**src/rtl/seq_detect_ctrl.sv**
```systemverilog
// seq_detect_ctrl
//   Run-time controller for a serial pattern detector. It holds a
//   programmable pattern of 1..MAX_LEN bits, sequences each detection run
//   through IDLE -> RUN -> DONE, counts matches, and signals completion
//   after a programmed number of matches.
//
// Ports
//   clk, rst              rising-edge clock, synchronous active-high reset
//   cfg_we                config write strobe (accepted in IDLE only)
//   cfg_pattern           pattern; bit [len-1] is the first serial bit
//   cfg_len               pattern length, legal 1..MAX_LEN
//   cfg_overlap           1 = overlapping detection, 0 = non-overlapping
//   cfg_target            matches needed for done, 0 = run until abort
//   start, abort          run control (abort > start > data)
//   x, x_valid            serial data bit and its qualifier
//   busy                  high while in RUN
//   match                 registered one-cycle pulse per detected pattern
//   match_cnt             saturating match count of the current/last run
//   done                  level, high in DONE
//   err_cfg               one-cycle pulse when start is refused (bad len)
module seq_detect_ctrl #(
  parameter int MAX_LEN = 8,
  parameter int LEN_W   = 4,
  parameter int CNT_W   = 8
) (
  input  logic               clk,
  input  logic               rst,
  input  logic               cfg_we,
  input  logic [MAX_LEN-1:0] cfg_pattern,
  input  logic [LEN_W-1:0]   cfg_len,
  input  logic               cfg_overlap,
  input  logic [CNT_W-1:0]   cfg_target,
  input  logic               start,
  input  logic               abort,
  input  logic               x,
  input  logic               x_valid,
  output logic               busy,
  output logic               match,
  output logic [CNT_W-1:0]   match_cnt,
  output logic               done,
  output logic               err_cfg
);

  localparam int FILL_W = $clog2(MAX_LEN + 1);
  localparam int CMP_W  = LEN_W + FILL_W + 1;

  typedef enum logic [1:0] {IDLE, RUN, DONE} state_t;

  state_t               state_q, state_d;
  // Staged config is written by cfg_we; the active copy is taken at start,
  // so a write coinciding with start only affects the following run.
  logic [MAX_LEN-1:0]   pat_q, pat_d, act_pat_q, act_pat_d;
  logic [LEN_W-1:0]     len_q, len_d, act_len_q, act_len_d;
  logic                 ovl_q, ovl_d, act_ovl_q, act_ovl_d;
  logic [CNT_W-1:0]     tgt_q, tgt_d, act_tgt_q, act_tgt_d;
  logic [MAX_LEN-1:0]   hist_q, hist_d;
  logic [FILL_W-1:0]    fill_q, fill_d;
  logic [CNT_W-1:0]     cnt_q, cnt_d;
  logic                 match_q, match_d;
  logic                 err_q, err_d;

  logic [MAX_LEN-1:0]   nxt;
  logic [CNT_W-1:0]     cnt_inc;
  logic                 hit;
  logic                 launch;

  function automatic logic [MAX_LEN-1:0] len_mask(input logic [LEN_W-1:0] len);
    logic [MAX_LEN-1:0] m;
    m = '0;
    for (int i = 0; i < MAX_LEN; i++) begin
      if (i < int'(len)) m[i] = 1'b1;
    end
    return m;
  endfunction

  function automatic logic len_ok(input logic [LEN_W-1:0] len);
    return (len != '0) && (int'(len) <= MAX_LEN);
  endfunction

  function automatic logic [CNT_W-1:0] sat_inc(input logic [CNT_W-1:0] v);
    return (&v) ? v : v + CNT_W'(1);
  endfunction

  always_comb begin
    state_d   = state_q;
    pat_d     = pat_q;
    len_d     = len_q;
    ovl_d     = ovl_q;
    tgt_d     = tgt_q;
    act_pat_d = act_pat_q;
    act_len_d = act_len_q;
    act_ovl_d = act_ovl_q;
    act_tgt_d = act_tgt_q;
    hist_d    = hist_q;
    fill_d    = fill_q;
    cnt_d     = cnt_q;
    match_d   = 1'b0;
    err_d     = 1'b0;

    nxt     = {hist_q[MAX_LEN-2:0], x};
    cnt_inc = sat_inc(cnt_q);
    // A hit needs enough bits since the run start (or since the last
    // non-overlapping hit) and the low len bits of the new history to agree.
    hit     = (state_q == RUN) && x_valid &&
              (CMP_W'(fill_q) + CMP_W'(1) >= CMP_W'(act_len_q)) &&
              (((nxt ^ act_pat_q) & len_mask(act_len_q)) == '0);
    launch  = 1'b0;

    if (state_q == IDLE && cfg_we) begin
      pat_d = cfg_pattern;
      len_d = cfg_len;
      ovl_d = cfg_overlap;
      tgt_d = cfg_target;
    end

    if (abort) begin
      state_d = IDLE;
    end else begin
      case (state_q)
        IDLE, DONE: begin
          if (start) begin
            if (len_ok(len_q)) launch = 1'b1;
            else               err_d  = 1'b1;
          end
        end
        RUN: begin
          if (x_valid) begin
            hist_d = nxt;
            fill_d = (fill_q == FILL_W'(MAX_LEN)) ? fill_q : fill_q + FILL_W'(1);
            if (hit) begin
              match_d = 1'b1;
              cnt_d   = cnt_inc;
              if (!act_ovl_q) fill_d = '0;
              if (act_tgt_q != '0 && cnt_inc == act_tgt_q) state_d = DONE;
            end
          end
        end
        default: state_d = IDLE;
      endcase
    end

    if (launch) begin
      state_d   = RUN;
      act_pat_d = pat_q;
      act_len_d = len_q;
      act_ovl_d = ovl_q;
      act_tgt_d = tgt_q;
      hist_d    = '0;
      fill_d    = '0;
      cnt_d     = '0;
    end
  end

  always_ff @(posedge clk) begin
    if (rst) begin
      state_q   <= IDLE;
      pat_q     <= '0;
      len_q     <= LEN_W'(1);
      ovl_q     <= 1'b1;
      tgt_q     <= '0;
      act_pat_q <= '0;
      act_len_q <= LEN_W'(1);
      act_ovl_q <= 1'b1;
      act_tgt_q <= '0;
      hist_q    <= '0;
      fill_q    <= '0;
      cnt_q     <= '0;
      match_q   <= 1'b0;
      err_q     <= 1'b0;
    end else begin
      state_q   <= state_d;
      pat_q     <= pat_d;
      len_q     <= len_d;
      ovl_q     <= ovl_d;
      tgt_q     <= tgt_d;
      act_pat_q <= act_pat_d;
      act_len_q <= act_len_d;
      act_ovl_q <= act_ovl_d;
      act_tgt_q <= act_tgt_d;
      hist_q    <= hist_d;
      fill_q    <= fill_d;
      cnt_q     <= cnt_d;
      match_q   <= match_d;
      err_q     <= err_d;
    end
  end

  assign busy      = (state_q == RUN);
  assign done      = (state_q == DONE);
  assign match     = match_q;
  assign match_cnt = cnt_q;
  assign err_cfg   = err_q;

endmodule

```
**config.mk**
```make
export PLATFORM = sky130hd
export DESIGN_NAME = seq_detect_ctrl
export DESIGN_NICKNAME = d
export VERILOG_FILES = /design/src/rtl/seq_detect_ctrl.sv
export SDC_FILE = /design/constraint.sdc
export NUM_CORES = 1
export LEC_CHECK = 0
export CORE_ASPECT_RATIO = 0.8
export CORE_MARGIN = 1
export CORE_UTILIZATION = 30
export CTS_CLUSTER_DIAMETER = 40
export CTS_CLUSTER_SIZE = 10
export DETAILED_ROUTE_END_ITERATION = 16
export PLACE_DENSITY = 0.45
export SETUP_SLACK_MARGIN = 0.4
export SLEW_MARGIN = 20
export SYNTH_ARGS = -nofsm -noshare
export SYNTH_HDL_FRONTEND = slang
export SYNTH_SLANG_ARGS = --single-unit
```
**constraint.sdc**
```tcl
create_clock -name clk -period 5.01 [get_ports clk]
set_input_delay 1.2525 -clock clk [delete_from_list [all_inputs] [get_ports clk]]
set_output_delay 1.2525 -clock clk [all_outputs]
set_load 0.02 [all_outputs]
```
Yosys cells after proc, flatten, opt, wreduce, memory -nomap -nowiden:

Cells that the tools add are included.

* logic and storage cells: 90
* bits in read-only memories: 0
* bits in latches: 0
* input bits: 28
* output and inout port bits: 12
* flip-flop bits (word level): 65
* memories kept: 0
* bits in writable memories: 0

* mux-type cells: 24
* equal/unequal tests: 11
* bitwise operators: 7
* divide/modulo/power cells: 0
* add/subtract/negate cells: 3
* shifts and indexed selects: 0
* reductions and logical operators: 20
* order comparisons: 10
* multiply operators: 0

Operators with widths (count)
* $lt A3 B4 Y1 const A: 4
* $mux W1: 16
* $mux W4: 3
* $reduce_and A4 Y1: 3
* $add A8 B1 Y8 const B: 1
* $and A8 B8 Y8: 1
* $eq A8 B8 Y1: 1
* $logic_not A8 Y1: 1
* $lt A1 B4 Y1 const A: 2
* $lt A2 B4 Y1 const A: 2
* $mux W8: 1
* $ne A4 B2 Y1 const B: 2
* $reduce_and A8 Y1: 1
* $reduce_bool A8 Y1: 1
* $reduce_or A4 Y1: 2
* $xor A8 B8 Y8: 1
* $logic_and A1 B1 Y1: 6
* $mux W2: 3
* $add A4 B1 Y5 const B: 1
* $ge A5 B4 Y1: 1
* $not A1 Y1: 5
* $add A4 B1 Y4 const B: 1
* $eq A4 B4 Y1 const B: 1
* $le A4 B4 Y1 const B: 1
* other kinds (12): 14

Depth between registers and ports, before layout:

* depth in word-level cells: 10
* gate-level depth with buffers: 9
* depth with buffers taken out: 8

Worst setup path after synthesis:

Ideal clock, no wire load.

* path kind: input to register
* start point: input port start
* end point: register fill_q[1]
* cell stages on the path: 6
* required time: 4.890 ns
* setup time: 0.120 ns
* arrival: 2.546 ns
* buffers on the path: 2
* path slack: 2.344 ns
* path through: or2b_2 nor4_4 or2_1 clkbuf_1 buf_2 a21oi_1

* cells in the longest elaborated chain, start to end: 4

RTL lines
* from (decl): line 33 `input logic start,`
* $mux W1: line 121 `if (start) begin`
* $mux W1: line 119 `case (state_q)`
* $mux W1: line 116 `if (abort) begin`
* $reduce_or A2 Y1 (no source line)
* to (signal assigned): line 181 `fill_q <= fill_d;`
* to (decl): line 57 `logic [FILL_W-1:0] fill_q, fill_d;`

Every way passes these cells.
A chain may end at the register's enable or synchronous reset.

Worst setup path in the final report:

* start point: input port start
* end point: register cnt_q[5] (netlist: match_cnt[5])

* cells in the longest elaborated chain, start to end: 4

RTL lines
* $mux W1: line 121
* $mux W1: line 119
* $mux W1: line 116
* $reduce_or A2 Y1 (no source line)
* to (signal assigned): line 182 `cnt_q <= cnt_d;`
* to (decl): line 58 `logic [CNT_W-1:0] cnt_q, cnt_d;`

Every way passes these cells.

==> metrics.md <==
| Metric | Value |
|---|---|
| FMAX | `300 MHz` |
| Die Area | `0.0112 mm^2` |
| Cell count after synthesis | `389` |
| Detail Route Antenna Nets | `0` |
| Peak VDD IR | `181 uV` |
| Clock Latency Late Sink | `330 ps` |
| Net count, final | `455` |
| DRT Pass-1 Iters | `4` |
| GRT met1 Usage | `22.9%` |
| Die X | `118 um` |
| Pin count of the biggest net entering global routing | `48` |
| Final setup fails | `0` |
| Vias in the first global route | `2448` |
| Async S/R FF share, synth | `0%` |
| Drt drc | `0` |
| Min Tclk post-route | `3330 ps` |
| TritonCTS clock tree | `built` |
| Post-Syn Area | `0.00322 mm^2` |
| Syn_area_per_cell | `8.28 um^2` |
| Hold WS | `455 ps` |
| Via density | `4.83` |
| Syn Nets | `424` |
| CTS H-tree depth | `3` |
| Hold crit path type | `register to register` |
| Avg WL per Cell | `14.2 um` |
| Layout cells sized above 1 | `6.82%` |
| Post-DP HPWL | `5.77 mm` |
| Die height | `94.7 um` |
| Register area share after synthesis | `40.4%` |
| Clk_skew | `4.70 ps` |
| Max Cap Viol | `0` |
| Cell Pwr Density | `319 mW/mm^2` |
| Footprint of the multi-input gates | `0.00178 mm^2` |
| Hold Vio Cnt, Final | `0` |
| Post-synth EDFFs | `0` |
| Top cell type's share of synthesized area | `40.4%` |
| Crit path launch type | `input port` |
| P_leak | `0.00135 uW` |
| Antenna diodes | `0` |
| Global routing's busiest layer | `met1` |
| FP Rows | `33` |
| Area leader, netlist | `dfxtp_1` |
| CTS root buf | `clkbuf_16` |
| Area contributors post-synth | `dfxtp_1 (40%), nand2_1 (8.6%), a21oi_1 (6.5%), mux2i_1 (5.9%), nor2_1 (4.1%)` |
| Ports | `40` |
| Fillers | `1082` |
| Post-CTS sizing | `0` |
| Post-CTS Setup Bufs | `0` |
| WP data required | `5230 ps` |
| Total power | `1280 uW` |
| Worst endpoint data arrival time | `3550 ps` |
| Initial drt markers | `201` |
| Num CTS Buffers | `9` |
| Synthesis Warnings | `0` |
| Actual slew at the worst max-slew pin | `861 ps` |
| Yosys reg bits | `65` |
| CTS max path bufs | `2` |
| GP Congestion | `0.801` |
| DR vias | `2727` |
| WS Path Type | `input port to register` |
| IO Port Bufs | `39` |
| Period utilization | `66.4%` |
| Post-CTS Hold Buffers | `0` |
| Status | `complete, no violations` |
| Clock slew at reported path FFs | `60 ps` |
| Crit Path Max Fanout | `27` |
| Initial Utilization | `31.1%` |
| Met3 usage | `3.93%` |
| CTS sink count | `65` |
| Max-slew violations | `0` |
| Storage cell area | `0.00130 mm^2` |
| Slew Limit Headroom | `42.4%` |
| CP endpoint kind | `register` |
| Initial antenna violation count | `0` |
| GRT Util Overall | `15.2%` |
| Unrepaired setup endpoints after global routing | `false` |
| Core Area | `0.0104 mm^2` |
| First-pass GRT wire length | `13.0 mm` |
| Layout area overhead | `24.1%` |
| Synth unique cells | `58` |
| GR Util met2 | `19.5%` |
| Total wire length | `8.03 mm` |
| Ys flop type | `dfxtp_1` |
| Setup tns final | `0 ps` |
| Total gr overflow | `0` |
cell usage after synthesis, drive strengths merged, types with 4 or more instances:
| cell | instances |
|---|---|
| mux2i | 19 |
| buf | 8 |
| a21oi | 42 |
| nor4 | 5 |
| xnor2 | 14 |
| nand2 | 75 |
| nand3 | 8 |
| inv | 9 |
| nor3 | 10 |
| nor2 | 35 |
| nand3b | 4 |
| clkbuf | 13 |
| o21ai | 9 |
| a211oi | 5 |
| o211ai | 4 |
| nor2b | 10 |
| ha | 7 |
| dfxtp | 65 |
critical path, cell delays in order:
cell and delay [ps]:
clkdlybuf4s50_1 470, or2b_2 330, nor4_4 120, buf_4 390, or2_1 660, nor2_1 80
a31o_1 230
cell usage in the layout, fill, tap and decap left out, types with 2 or more instances in the layout:
cell type        netlist  final
clkbuf_1              13      2
clkbuf_16              0      9
o21ai_0                5      5
nand3_1                7      7
a211o_1                2      2
dfxtp_1               65     65
o31ai_1                2      2
nor3b_1                3      3
buf_4                  3      2
nor2_1                35     35
and3_1                 2      2
o22ai_1                3      3
nand2b_1               3      3
nor4_1                 3      3
a211oi_1               4      4
a21oi_1               42     42
nor3_1                10     10
xor2_1                 2      2
o21ai_1                4      4
a221oi_1               2      2
a31oi_1                2      2
xnor2_1               14     14
o211ai_1               4      4
clkdlybuf4s50_1        0     39
clkinvlp_4             0      3
nand4_1                3      3
ha_1                   7      7
nor2b_1               10     10
mux2i_1               19     19
inv_1                  9      9
and2_1                 2      2
nand2_1               74     74
nand3b_1               4      4
where the power goes:
group | switching [uW] | internal [uW] | leakage, uW
clock | 226 | 399 | 0.000135
combinational | 54.2 | 49.1 | 0.000688
sequential | 14.7 | 534 | 0.000529
total | 295 | 982 | 0.00135
state kept, by name, indices dropped and copies added (netlist names):
| signal | cells |
|---|---|
| act_len_q | 4 |
| act_ovl_q | 1 |
| act_pat_q | 8 |
| act_tgt_q | 8 |
| err_cfg | 1 |
| fill_q | 4 |
| hist_q | 7 |
| len_q | 4 |
| match | 1 |
| match_cnt | 8 |
| ovl_q | 1 |
| pat_q | 8 |
| state_q | 2 |
| tgt_q | 8 |
worst paths after layout:
check | startpoint | to | slack, ps | depth (start not counted)
max | start | match_cnt[5]$_SDFFE_PP0P_ | 1680 | 7
max reg2reg | match_cnt[0]$_SDFFE_PP0P_ | state_q[0]$_SDFFE_PP0P_ | 2170 | 7
min | tgt_q[0]$_SDFFE_PP0P_ | tgt_q[0]$_SDFFE_PP0P_ | 450 | 2
min reg2reg | tgt_q[0]$_SDFFE_PP0P_ | tgt_q[0]$_SDFFE_PP0P_ | 450 | 2
layer usage:
layer | part of all wire, % | vias to the layer above
met5 | 0 | -
met4 | 0.60 | 0
met3 | 3.7 | 4
met2 | 38 | 53
met1 | 58 | 1249
li1 | - | 1421
cell type report:
| class | instances | share of cell area, % |
|---|---|---|
| repair buffers | 41 | 10.1 |
| clock inverters | 4 | 1.31 |
| flip-flops and latches | 65 | 32.6 |
| well taps | 140 | 4.38 |
| clock buffers | 12 | 6.17 |
| inverters | 9 | 0.845 |
| multi-input cells | 294 | 44.6 |
kinds of logic after synthesis:
group	Yosys count	synth area share (%)
compound gates	81	16.2
xor+xnor	16	4.35
fa+ha+maj	7	2.72
buf+inv	30	4.23
flops	65	40.4
mux	19	5.91
simple gates	171	26.2
stage by stage:
step | utilization (%) | instance area [um^2] | cells | setup WS, ps
floorplan | - | 3220 | 389 | 2340
global placement | 35.7 | 3700 | 549 | 1330
detailed placement | 35.7 | 3700 | 549 | 1320
CTS | 38.6 | 4000 | 565 | 1670
global route | 38.6 | 4000 | 565 | 1570
finish | 38.6 | 4000 | 565 | 1680
Note: power is estimated with default switching activity, not from simulation.
